$ cat src/rtl/fifo_rd_arbiter_pkg.sv
// Shared definitions for the FIFO read-side arbiter.
//   - FIFO fill-status encoding reported by the FIFO controller
//   - Arbiter FSM state type
package fifo_rd_arbiter_pkg;

  typedef logic [2:0] fifo_status_t;

  localparam fifo_status_t ST_EMPTY = 3'd0;
  localparam fifo_status_t ST_Q1    = 3'd1;
  localparam fifo_status_t ST_Q2    = 3'd2;
  localparam fifo_status_t ST_Q3    = 3'd3;
  localparam fifo_status_t ST_Q4    = 3'd4;
  localparam fifo_status_t ST_FULL  = 3'd5;

  typedef enum logic [1:0] {
    IDLE  = 2'd0,
    ISSUE = 2'd1,
    WAIT  = 2'd2,
    RESP  = 2'd3
  } state_e;

endpackage

$ cat src/rtl/fifo_rd_arbiter_if.sv
// Requester-side bus of the FIFO read arbiter.
//   req_valid  per-requester read request (held until its response completes)
//   req_peek   per-requester mode: 1 = peek, 0 = pop
//   resp_valid one-hot response valid
//   resp_ready per-requester response accept
//   resp_data  shared response data
//   grant_id   index of the current or last granted requester
// master: requester side, slave: arbiter side.
interface fifo_rd_arbiter_if #(
  parameter int unsigned WIDTH = 32,
  parameter int unsigned NREQ  = 4,
  parameter int unsigned IDW   = 2
);

  logic [NREQ-1:0]  req_valid;
  logic [NREQ-1:0]  req_peek;
  logic [NREQ-1:0]  resp_valid;
  logic [NREQ-1:0]  resp_ready;
  logic [WIDTH-1:0] resp_data;
  logic [IDW-1:0]   grant_id;

  modport master (
    output req_valid,
    output req_peek,
    output resp_ready,
    input  resp_valid,
    input  resp_data,
    input  grant_id
  );

  modport slave (
    input  req_valid,
    input  req_peek,
    input  resp_ready,
    output resp_valid,
    output resp_data,
    output grant_id
  );

endinterface

$ cat src/rtl/fifo_rd_arbiter_rr_picker.sv
// Combinational round-robin picker.
//   eligible_i  candidate vector
//   ptr_i       highest-priority index (must be < NREQ)
//   found_o     at least one candidate present
//   winner_o    first eligible index at or after ptr_i, wrapping NREQ-1 -> 0
module rr_picker #(
  parameter int unsigned NREQ = 4,
  parameter int unsigned IDW  = 2
) (
  input  logic [NREQ-1:0] eligible_i,
  input  logic [IDW-1:0]  ptr_i,
  output logic            found_o,
  output logic [IDW-1:0]  winner_o
);

  always_comb begin
    int unsigned   sum;
    logic [IDW-1:0] idx;
    found_o  = 1'b0;
    winner_o = '0;
    sum      = 0;
    idx      = '0;
    for (int unsigned k = 0; k < NREQ; k++) begin
      // ptr_i < NREQ, so one conditional subtract is enough to wrap.
      sum = 32'(ptr_i) + k;
      if (sum >= NREQ) begin
        sum = sum - NREQ;
      end
      idx = IDW'(sum);
      if (!found_o && eligible_i[idx]) begin
        found_o  = 1'b1;
        winner_o = idx;
      end
    end
  end

endmodule

$ cat src/rtl/fifo_rd_arbiter.sv
// Round-robin arbiter owning the FIFO read port.
// One transaction in flight: IDLE -> ISSUE (rd_en) -> WAIT (capture data)
// -> RESP (valid/ready handshake) -> IDLE.
//   clk, rst_n   clock, asynchronous active-low reset
//   bus          requester bus (fifo_rd_arbiter_if.slave)
//   busy         high whenever not IDLE
//   rd_en        FIFO read enable, one cycle in ISSUE
//   rd_only      peek qualifier accompanying rd_en
//   fifo_status  FIFO fill level: 0 empty, 1..4 quarters, 5 full
//   fifo_rdata   FIFO read data, valid the cycle after rd_en
module fifo_rd_arbiter
  import fifo_rd_arbiter_pkg::*;
#(
  parameter int unsigned WIDTH = 32,
  parameter int unsigned NREQ  = 4,
  parameter int unsigned IDW   = 2
) (
  input  logic                 clk,
  input  logic                 rst_n,
  fifo_rd_arbiter_if.slave     bus,
  output logic                 busy,
  output logic                 rd_en,
  output logic                 rd_only,
  input  logic [2:0]           fifo_status,
  input  logic [WIDTH-1:0]     fifo_rdata
);

  localparam logic [IDW-1:0] LAST_ID = IDW'(NREQ - 1);

  state_e           state_q, state_d;
  logic [IDW-1:0]   grant_q, grant_d;
  logic [IDW-1:0]   ptr_q,   ptr_d;
  logic             peek_q,  peek_d;
  logic [WIDTH-1:0] rdata_q, rdata_d;

  logic [NREQ-1:0]  eligible;
  logic [NREQ-1:0]  pops;
  logic             found;
  logic [IDW-1:0]   winner;
  logic             handshake;
  logic [NREQ-1:0]  resp_valid;

  // Eligibility only matters in IDLE. When full, pops are preferred so the
  // FIFO drains; peeks still win if nothing else is pending.
  always_comb begin
    eligible = '0;
    pops     = bus.req_valid & ~bus.req_peek;
    if (state_q == IDLE) begin
      if (fifo_status == ST_EMPTY) begin
        eligible = '0;
      end else if (fifo_status == ST_FULL) begin
        eligible = (|pops) ? pops : bus.req_valid;
      end else begin
        eligible = bus.req_valid;
      end
    end
  end

  rr_picker #(
    .NREQ (NREQ),
    .IDW  (IDW)
  ) u_rr_picker (
    .eligible_i (eligible),
    .ptr_i      (ptr_q),
    .found_o    (found),
    .winner_o   (winner)
  );

  assign handshake = (state_q == RESP) && bus.resp_ready[grant_q];

  // State register
  always_ff @(posedge clk or negedge rst_n) begin
    if (!rst_n) begin
      state_q <= IDLE;
    end else begin
      state_q <= state_d;
    end
  end

  // Next-state logic
  always_comb begin
    state_d = state_q;
    unique case (state_q)
      IDLE:    if (found)     state_d = ISSUE;
      ISSUE:                  state_d = WAIT;
      WAIT:                   state_d = RESP;
      RESP:    if (handshake) state_d = IDLE;
      default:                state_d = IDLE;
    endcase
  end

  // Output logic
  always_comb begin
    busy       = (state_q != IDLE);
    rd_en      = (state_q == ISSUE);
    rd_only    = (state_q == ISSUE) && peek_q;
    resp_valid = '0;
    if (state_q == RESP) begin
      resp_valid[grant_q] = 1'b1;
    end
  end

  // Transaction datapath: grant/peek latched at grant, data captured in WAIT,
  // pointer advances past the winner only once its response is accepted.
  always_comb begin
    grant_d = grant_q;
    peek_d  = peek_q;
    ptr_d   = ptr_q;
    rdata_d = rdata_q;
    if ((state_q == IDLE) && found) begin
      grant_d = winner;
      peek_d  = bus.req_peek[winner];
    end
    if (state_q == WAIT) begin
      rdata_d = fifo_rdata;
    end
    if (handshake) begin
      ptr_d = (grant_q == LAST_ID) ? '0 : grant_q + IDW'(1);
    end
  end

  always_ff @(posedge clk or negedge rst_n) begin
    if (!rst_n) begin
      grant_q <= '0;
      peek_q  <= 1'b0;
      ptr_q   <= '0;
      rdata_q <= '0;
    end else begin
      grant_q <= grant_d;
      peek_q  <= peek_d;
      ptr_q   <= ptr_d;
      rdata_q <= rdata_d;
    end
  end

  assign bus.resp_valid = resp_valid;
  assign bus.resp_data  = rdata_q;
  assign bus.grant_id   = grant_q;

endmodule

$ cat src/flat_wrapper.sv
// flat-port wrapper written by rule: the top's interface ports become plain ports
module fifo_rd_arbiter_flat import fifo_rd_arbiter_pkg::*;
#(
  parameter int unsigned WIDTH = 32,
  parameter int unsigned NREQ  = 4,
  parameter int unsigned IDW   = 2
)
  (clk, rst_n, busy, rd_en, rd_only, fifo_status, fifo_rdata, bus_req_valid, bus_req_peek, bus_resp_ready, bus_resp_valid, bus_resp_data, bus_grant_id);
  fifo_rd_arbiter_if #(.WIDTH(WIDTH), .NREQ(NREQ), .IDW(IDW)) bus_i ();
  input  logic clk;
  input  logic rst_n;
  output logic busy;
  output logic rd_en;
  output logic rd_only;
  input  logic [2:0] fifo_status;
  input  logic [WIDTH-1:0] fifo_rdata;
  input wire logic [$bits(bus_i.req_valid)-1:0] bus_req_valid;
  input wire logic [$bits(bus_i.req_peek)-1:0] bus_req_peek;
  input wire logic [$bits(bus_i.resp_ready)-1:0] bus_resp_ready;
  output wire logic [$bits(bus_i.resp_valid)-1:0] bus_resp_valid;
  output wire logic [$bits(bus_i.resp_data)-1:0] bus_resp_data;
  output wire logic [$bits(bus_i.grant_id)-1:0] bus_grant_id;
  assign bus_i.req_valid = bus_req_valid;
  assign bus_i.req_peek = bus_req_peek;
  assign bus_i.resp_ready = bus_resp_ready;
  assign bus_resp_valid = bus_i.resp_valid;
  assign bus_resp_data = bus_i.resp_data;
  assign bus_grant_id = bus_i.grant_id;
  fifo_rd_arbiter #(.WIDTH(WIDTH), .NREQ(NREQ), .IDW(IDW)) u_core (.clk(clk), .rst_n(rst_n), .bus(bus_i), .busy(busy), .rd_en(rd_en), .rd_only(rd_only), .fifo_status(fifo_status), .fifo_rdata(fifo_rdata));
endmodule
$ cat config.mk
export PLATFORM = sky130hd
export DESIGN_NAME = fifo_rd_arbiter_flat
export DESIGN_NICKNAME = d
export VERILOG_FILES = /design/src/rtl/fifo_rd_arbiter_pkg.sv /design/src/rtl/fifo_rd_arbiter_if.sv /design/src/rtl/fifo_rd_arbiter_rr_picker.sv /design/src/rtl/fifo_rd_arbiter.sv /design/src/flat_wrapper.sv
export SDC_FILE = /design/constraint.sdc
export NUM_CORES = 1
export LEC_CHECK = 0
export BUFFER_PORTS_ARGS = -buffer_cell sky130_fd_sc_hd__buf_2
export CAP_MARGIN = 20
export CORE_MARGIN = 5
export CORE_UTILIZATION = 40
export DETAILED_ROUTE_END_ITERATION = 10
export GPL_TIMING_DRIVEN = 0
export PLACE_DENSITY_LB_ADDON = 0.1
export SLEW_MARGIN = 20
export SYNTH_ARGS = -nofsm -noshare
export SYNTH_HDL_FRONTEND = slang
export SYNTH_SLANG_ARGS = --single-unit
export TNS_END_PERCENT = 10
$ cat constraint.sdc
create_clock -name clk -period 2.8 [get_ports clk]
set_input_delay 0.42 -clock clk [delete_from_list [all_inputs] [get_ports clk]]
set_output_delay 0.42 -clock clk [all_outputs]
set_load 0.05 [all_outputs]
==> results.toml, run 1 <==
[layout]
nets = 291
ff_latch_area_um2 = 976
insertedDiodeCount = 0
area_growth_pct = 32.7
utilization_pct = 53.7
fin_area_um2 = 2500
drive_gt1_share_pct = 61.5
num-fill-cells = 425
multi_input_area_um2 = 866
finalNonFillerCells = 288

[sta]
min_period_ns = 2.58
finalHoldViolations = 0
slew_violations = 0
slew-limit-headroom_pct = 43.0
finalCritPeriodShare_pct = 92.2
fin_skew_ns = 0.00207
rsz0062_at_grt = "false"
setup_viol = 0
timing.fmax_ghz = 0.387
tightestPinTransition_ns = 0.855
tns_ns = 0

[routing]
route.detailed.drc = 0
drtAntennaViolNets = 0
post_drt_wl_per_cell_um = 14.7
firstDrtPassIters = 4
routed_wl_um = 4220
drtIter0Drc = 36
vias_per_cell = 4.83
vias = 1391

[global_route]
grt_pass1_wl_um = 7090
antenna_found_initial = 0
grt-ovfl-total = 0
grt_max_degree = 40
grt_pass1_vias = 1530
track_usage_pct = 14.5

[die]
die_h_um = 78.7
start_util_pct = 40.5
die_width_um = 78.7
num_rows = 25
die_area_um2 = 6190
core_um2 = 4660
ioPinCount = 90

[placement]
gp_congestion = 0.797
io_buffer_count = 89
dp.cells = 280
placed_area_um2 = 2400
hpwl_um = 3370

[synth]
avgSynthCellArea_um2 = 13.8
synth_fp_nets = 195
syn_inst = 137
yosysSeqAreaShare_pct = 51.7
syn-cell-area_um2 = 1890
synth_warnings = 0
synth.ff_latch_count = 39
synthDistinctLibCells = 30

[run_status]
status = "completed"

[worst_setup_path]
critPathCaptureType = "register"
startpoint_type = "register"
max_stage_delay_ns = 0.54
crit_required_ns = 2.97
worstRegToRegCells = 9
cp_slowest_cell = "mux4_2"
r2r_start = "u_core.state_q[0]$_DFFE_PN0P_"
critPathMaxFanout = 4
cp_top_family = "multiplexers"
r2r_slack_ns = 0.22
criticalPathCategory = "reg -> reg"
r2r_end = "u_core.peek_q$_DFFE_PN0P_"
critPathLaunch = "u_core.state_q[0]$_DFFE_PN0P_"
path_buf_inv = 1
arrival_ns = 2.76
cp_cell_sequence = "inv_1 > ha_1 > o31a_1 > nand2_1 > a21oi_2 > nor3_1 > a211oi_2 > mux4_2 > mux2_2"

[worst_hold_path]
hold_class = "in -> async"

[job]
cap_violations = 0

[cts]
cts_tree = "built"
clk_pin_slew_ns = 0.07
cts_hold_buf = 0
numCtsBuffers = 5
cts.repair.resized = 0
postCtsSetupBuffers = 0
cts.sinks = 39
clock_latency_ns = 0.28
clock_path_buffers = 2
clockRootBuffer = "clkbuf_8"
htree_levels = 2
==> cell usage in the layout, fill, tap and decap left out <==
cell        count
o31ai_1         1
nor2b_1         1
a211o_1         1
mux2_2         34
nand2b_1        1
clkbuf_1        4
a221oi_1        1
nand3b_1        1
a211oi_2        1
nor2_1          1
inv_1           8
a21o_2          3
dfrtp_1        39
buf_2          89
mux4_2          2
clkinvlp_4      1
clkbuf_8        7
nand2b_2        1
o21bai_1        1
a2bb2oi_1       1
ha_1            9
a41oi_4         1
a21o_1          1
a21oi_2         2
and2_1          5
nor3_1          2
nor4b_2         1
a21oi_1         2
nand2_1         7
mux2_1          1
o31a_1          1
mux2i_1         2
nand2b_4        2
==> Yosys cell counts <==
cell type  count  area, um2
mux2_1         1       11.3
nand3b_1       1       7.51
mux2_2        34        383
a211o_1        1       8.76
and2_1         5       31.3
nor4b_2        1       15.0
o31ai_1        1       7.51
o21bai_1       1       7.51
nor3_1         2       10.0
nor2b_1        1       6.26
dfrtp_1       39        976
a211oi_2       1       12.5
o31a_1         1       8.76
mux2i_1        2       20.0
a21oi_2        2       17.5
ha_1           9        113
nand2b_2       1       8.76
clkbuf_1       4       15.0
a221oi_1       1       8.76
nand2b_4       2       27.5
a21o_1         1       7.51
a21o_2         3       26.3
a21oi_1        2       10.0
a2bb2oi_1      1       8.76
inv_1          8       30.0
mux4_2         2       45.0
nor2_1         1       3.75
nand2b_1       1       6.26
nand2_1        7       26.3
a41oi_4        1       27.5
==> how the worst max path moves through the flow <==
| stage | endpoint | slack, ns | cells after the start |
|---|---|---|---|
| after floorplan | u_core.peek_q$_DFFE_PN0P_ | 0.46 | 9 |
| after global placement | u_core.peek_q$_DFFE_PN0P_ | 0.26 | 9 |
| after detailed placement | u_core.peek_q$_DFFE_PN0P_ | 0.23 | 9 |
| after CTS | u_core.peek_q$_DFFE_PN0P_ | 0.22 | 9 |
| after global routing | u_core.peek_q$_DFFE_PN0P_ | 0.04 | 9 |
| final | u_core.peek_q$_DFFE_PN0P_ | 0.22 | 9 |
==> flip-flops by register name, indices dropped and copies added, names as in the netlist <==
| signal | flops |
|---|---|
| u_core.bus.grant_id | 2 |
| u_core.state_q | 2 |
| u_core.peek_q | 1 |
| u_core.bus.resp_data | 32 |
| u_core.ptr_q | 2 |
==> per-stage QoR <==
stage | hold WS, ns | setup slack, ns
floorplan | 0.124 | 0.464
CTS | 0.271 | 0.220
finish | 0.239 | 0.218
global route | 0.321 | 0.0374
global placement | 0.484 | 0.256
detailed placement | 0.490 | 0.226
==> area by class of cell <==
class | count | area share [%]
Multi-Input combinational cell | 86 | 34.6
Inverter | 8 | 1.20
Timing Repair Buffer | 89 | 17.8
Clock buffer | 7 | 3.85
Clock inverter | 1 | 0.300
Sequential cell | 39 | 39.0
Tap cell | 54 | 2.70
Buffer | 4 | 0.600
==> cells by family after synthesis <==
kind of cell,after synthesis,share of synthesized area [%]
flops,39,51.7
fa+ha+maj,9,5.97
simple gates,22,7.56
mux,39,24.3
buf+inv,12,2.39
compound gates,16,8.03
==> routing by layer <==
metal,vias up,wire length [um],track usage (%)
li1,673,-,-
met5,-,0,0
met2,49,2270,26.5
met3,5,307,5.05
met1,664,1610,15.7
met4,0,38,4.20
Power of run 1 is left out: the tool's default activity adds up to more than one toggle a clock period on the data nets, which glitch-free logic cannot reach.
==> inputs of run 2 (changes only) <==
Settings changed: CORE_ASPECT_RATIO set to 0.9.
==> results.toml, run 2 (synthesized netlist as in run 1, its figures left out) <==
[worst_setup_path]
criticalPathCategory = "reg -> reg"
critPathMaxFanout = 4
cp_cell_sequence = "inv_1 > ha_2 > o31a_1 > nand2_1 > a21oi_4 > a21oi_2 > a211oi_2 > mux4_2 > mux2_2"
max_stage_delay_ns = 0.53
cp_slowest_cell = "mux4_2"
arrival_ns = 2.77
startpoint_type = "register"
path_buf_inv = 1
crit_required_ns = 2.97
cp_top_family = "compound AO/OA/AOI/OAI gates"
critPathCaptureType = "register"

[sta]
slew_violations = 0
rsz0062_at_grt = "false"
setup_viol = 0
fin_skew_ns = 0.00402
slew-limit-headroom_pct = 42.3
timing.fmax_ghz = 0.386
finalHoldViolations = 0
tightestPinTransition_ns = 0.866
min_period_ns = 2.59
tns_ns = 0
finalCritPeriodShare_pct = 92.6

[routing]
vias_per_cell = 4.88
wl_met1_um = 1590
vias = 1445
route.detailed.drc = 0
firstDrtPassIters = 4
drtIter0Drc = 43
wl_met2_um = 2290
drtAntennaViolNets = 0
highest_layer = "met4"
wl_met3_um = 423
post_drt_wl_per_cell_um = 14.8
routed_wl_um = 4370

[cts]
numCtsBuffers = 5
cts_hold_buf = 0
clockRootBuffer = "clkbuf_8"
clock_latency_ns = 0.28
cts_tree = "built"
postCtsSetupBuffers = 0
clk_pin_slew_ns = 0.08
cts.sinks = 39
htree_levels = 2
clock_path_buffers = 2

[die]
die_width_um = 82.4
die_h_um = 75.2
die_area_um2 = 6190
start_util_pct = 41.8
ioPinCount = 90
core_um2 = 4520
num_rows = 23

[layout]
final_common_cell = "buf_2"
finalNonFillerCells = 296
most-common-layout-cells = "89 x buf_2, 39 x dfrtp_1, 34 x mux2_2, 8 x inv_1, 8 x ha_1"
area_growth_pct = 32.8
drive_gt1_share_pct = 61.5
insertedDiodeCount = 0
nets = 291
largest_reg_flops = 32

[global_route]
grt_max_degree = 40
grt-ovfl-total = 0
grt_pass1_vias = 1606
track_usage_pct = 15.2
antenna_found_initial = 0
grt_pass1_wl_um = 7100

[worst_hold_path]
hold_class = "in -> async"

[job]
cap_violations = 0

[placement]
io_buffer_count = 89
hpwl_um = 3480
gp_congestion = 0.883
dp.cells = 288

[run_status]
status = "completed"
==> run 2: area by class of cell <==
class	instances	area, um2
flip-flops and latches	39	976
well taps	62	77.6
repair buffers	89	445
clock buffers	7	76.3
clock inverters	1	5.00
multi-input cells	86	880
plain buffers	4	15.0
inverters	8	30.0
fillers	408	2010
==> run 2: repair_timing <==
item                                   CTS  global route
resized for setup                        0             3
endpoints found under the hold margin    0             0
setup endpoints to repair                0             1
==> run 2: layer usage <==
layer / vias to the layer above / global-route usage [%]
met4: 0 / 6.46
met3: 8 / 5.02
li1: 673 / -
met1: 703 / 16.2
met2: 61 / 27.4
met5: - / 0
==> run 2: path summary, 6_finish.rpt <==
check,startpoint,end,slack [ns],cells after the start
setup / recovery,u_core.state_q[0]$_DFFE_PN0P_,u_core.peek_q$_DFFE_PN0P_,0.21,9
hold / removal,rst_n,u_core.bus.resp_data[11]$_DFFE_PN0P_,0.25,1
setup reg to reg,u_core.state_q[0]$_DFFE_PN0P_,u_core.peek_q$_DFFE_PN0P_,0.21,9
hold reg to reg,u_core.bus.resp_data[21]$_DFFE_PN0P_,u_core.bus.resp_data[21]$_DFFE_PN0P_,0.50,1
max in group asynchronous,rst_n,u_core.bus.grant_id[1]$_DFFE_PN0P_,2.01,1
min in group clk,fifo_rdata[5],u_core.bus.resp_data[5]$_DFFE_PN0P_,0.36,2
==> run 2: per-stage QoR <==
stage | hold WS, ns | area, um2 | setup WS (ns) | util [%]
2_1_floorplan | 0.124 | 1890 | 0.464 | -
3_3_place_gp | 0.484 | 2410 | 0.223 | 53.3
3_5_place_dp | 0.490 | 2410 | 0.132 | 53.3
4_1_cts | 0.269 | 2490 | 0.112 | 55.1
5_1_grt | 0.327 | 2500 | 0.0149 | 55.4
6_report | 0.249 | 2500 | 0.208 | 55.4
Power of run 2 is left out for the same reason.
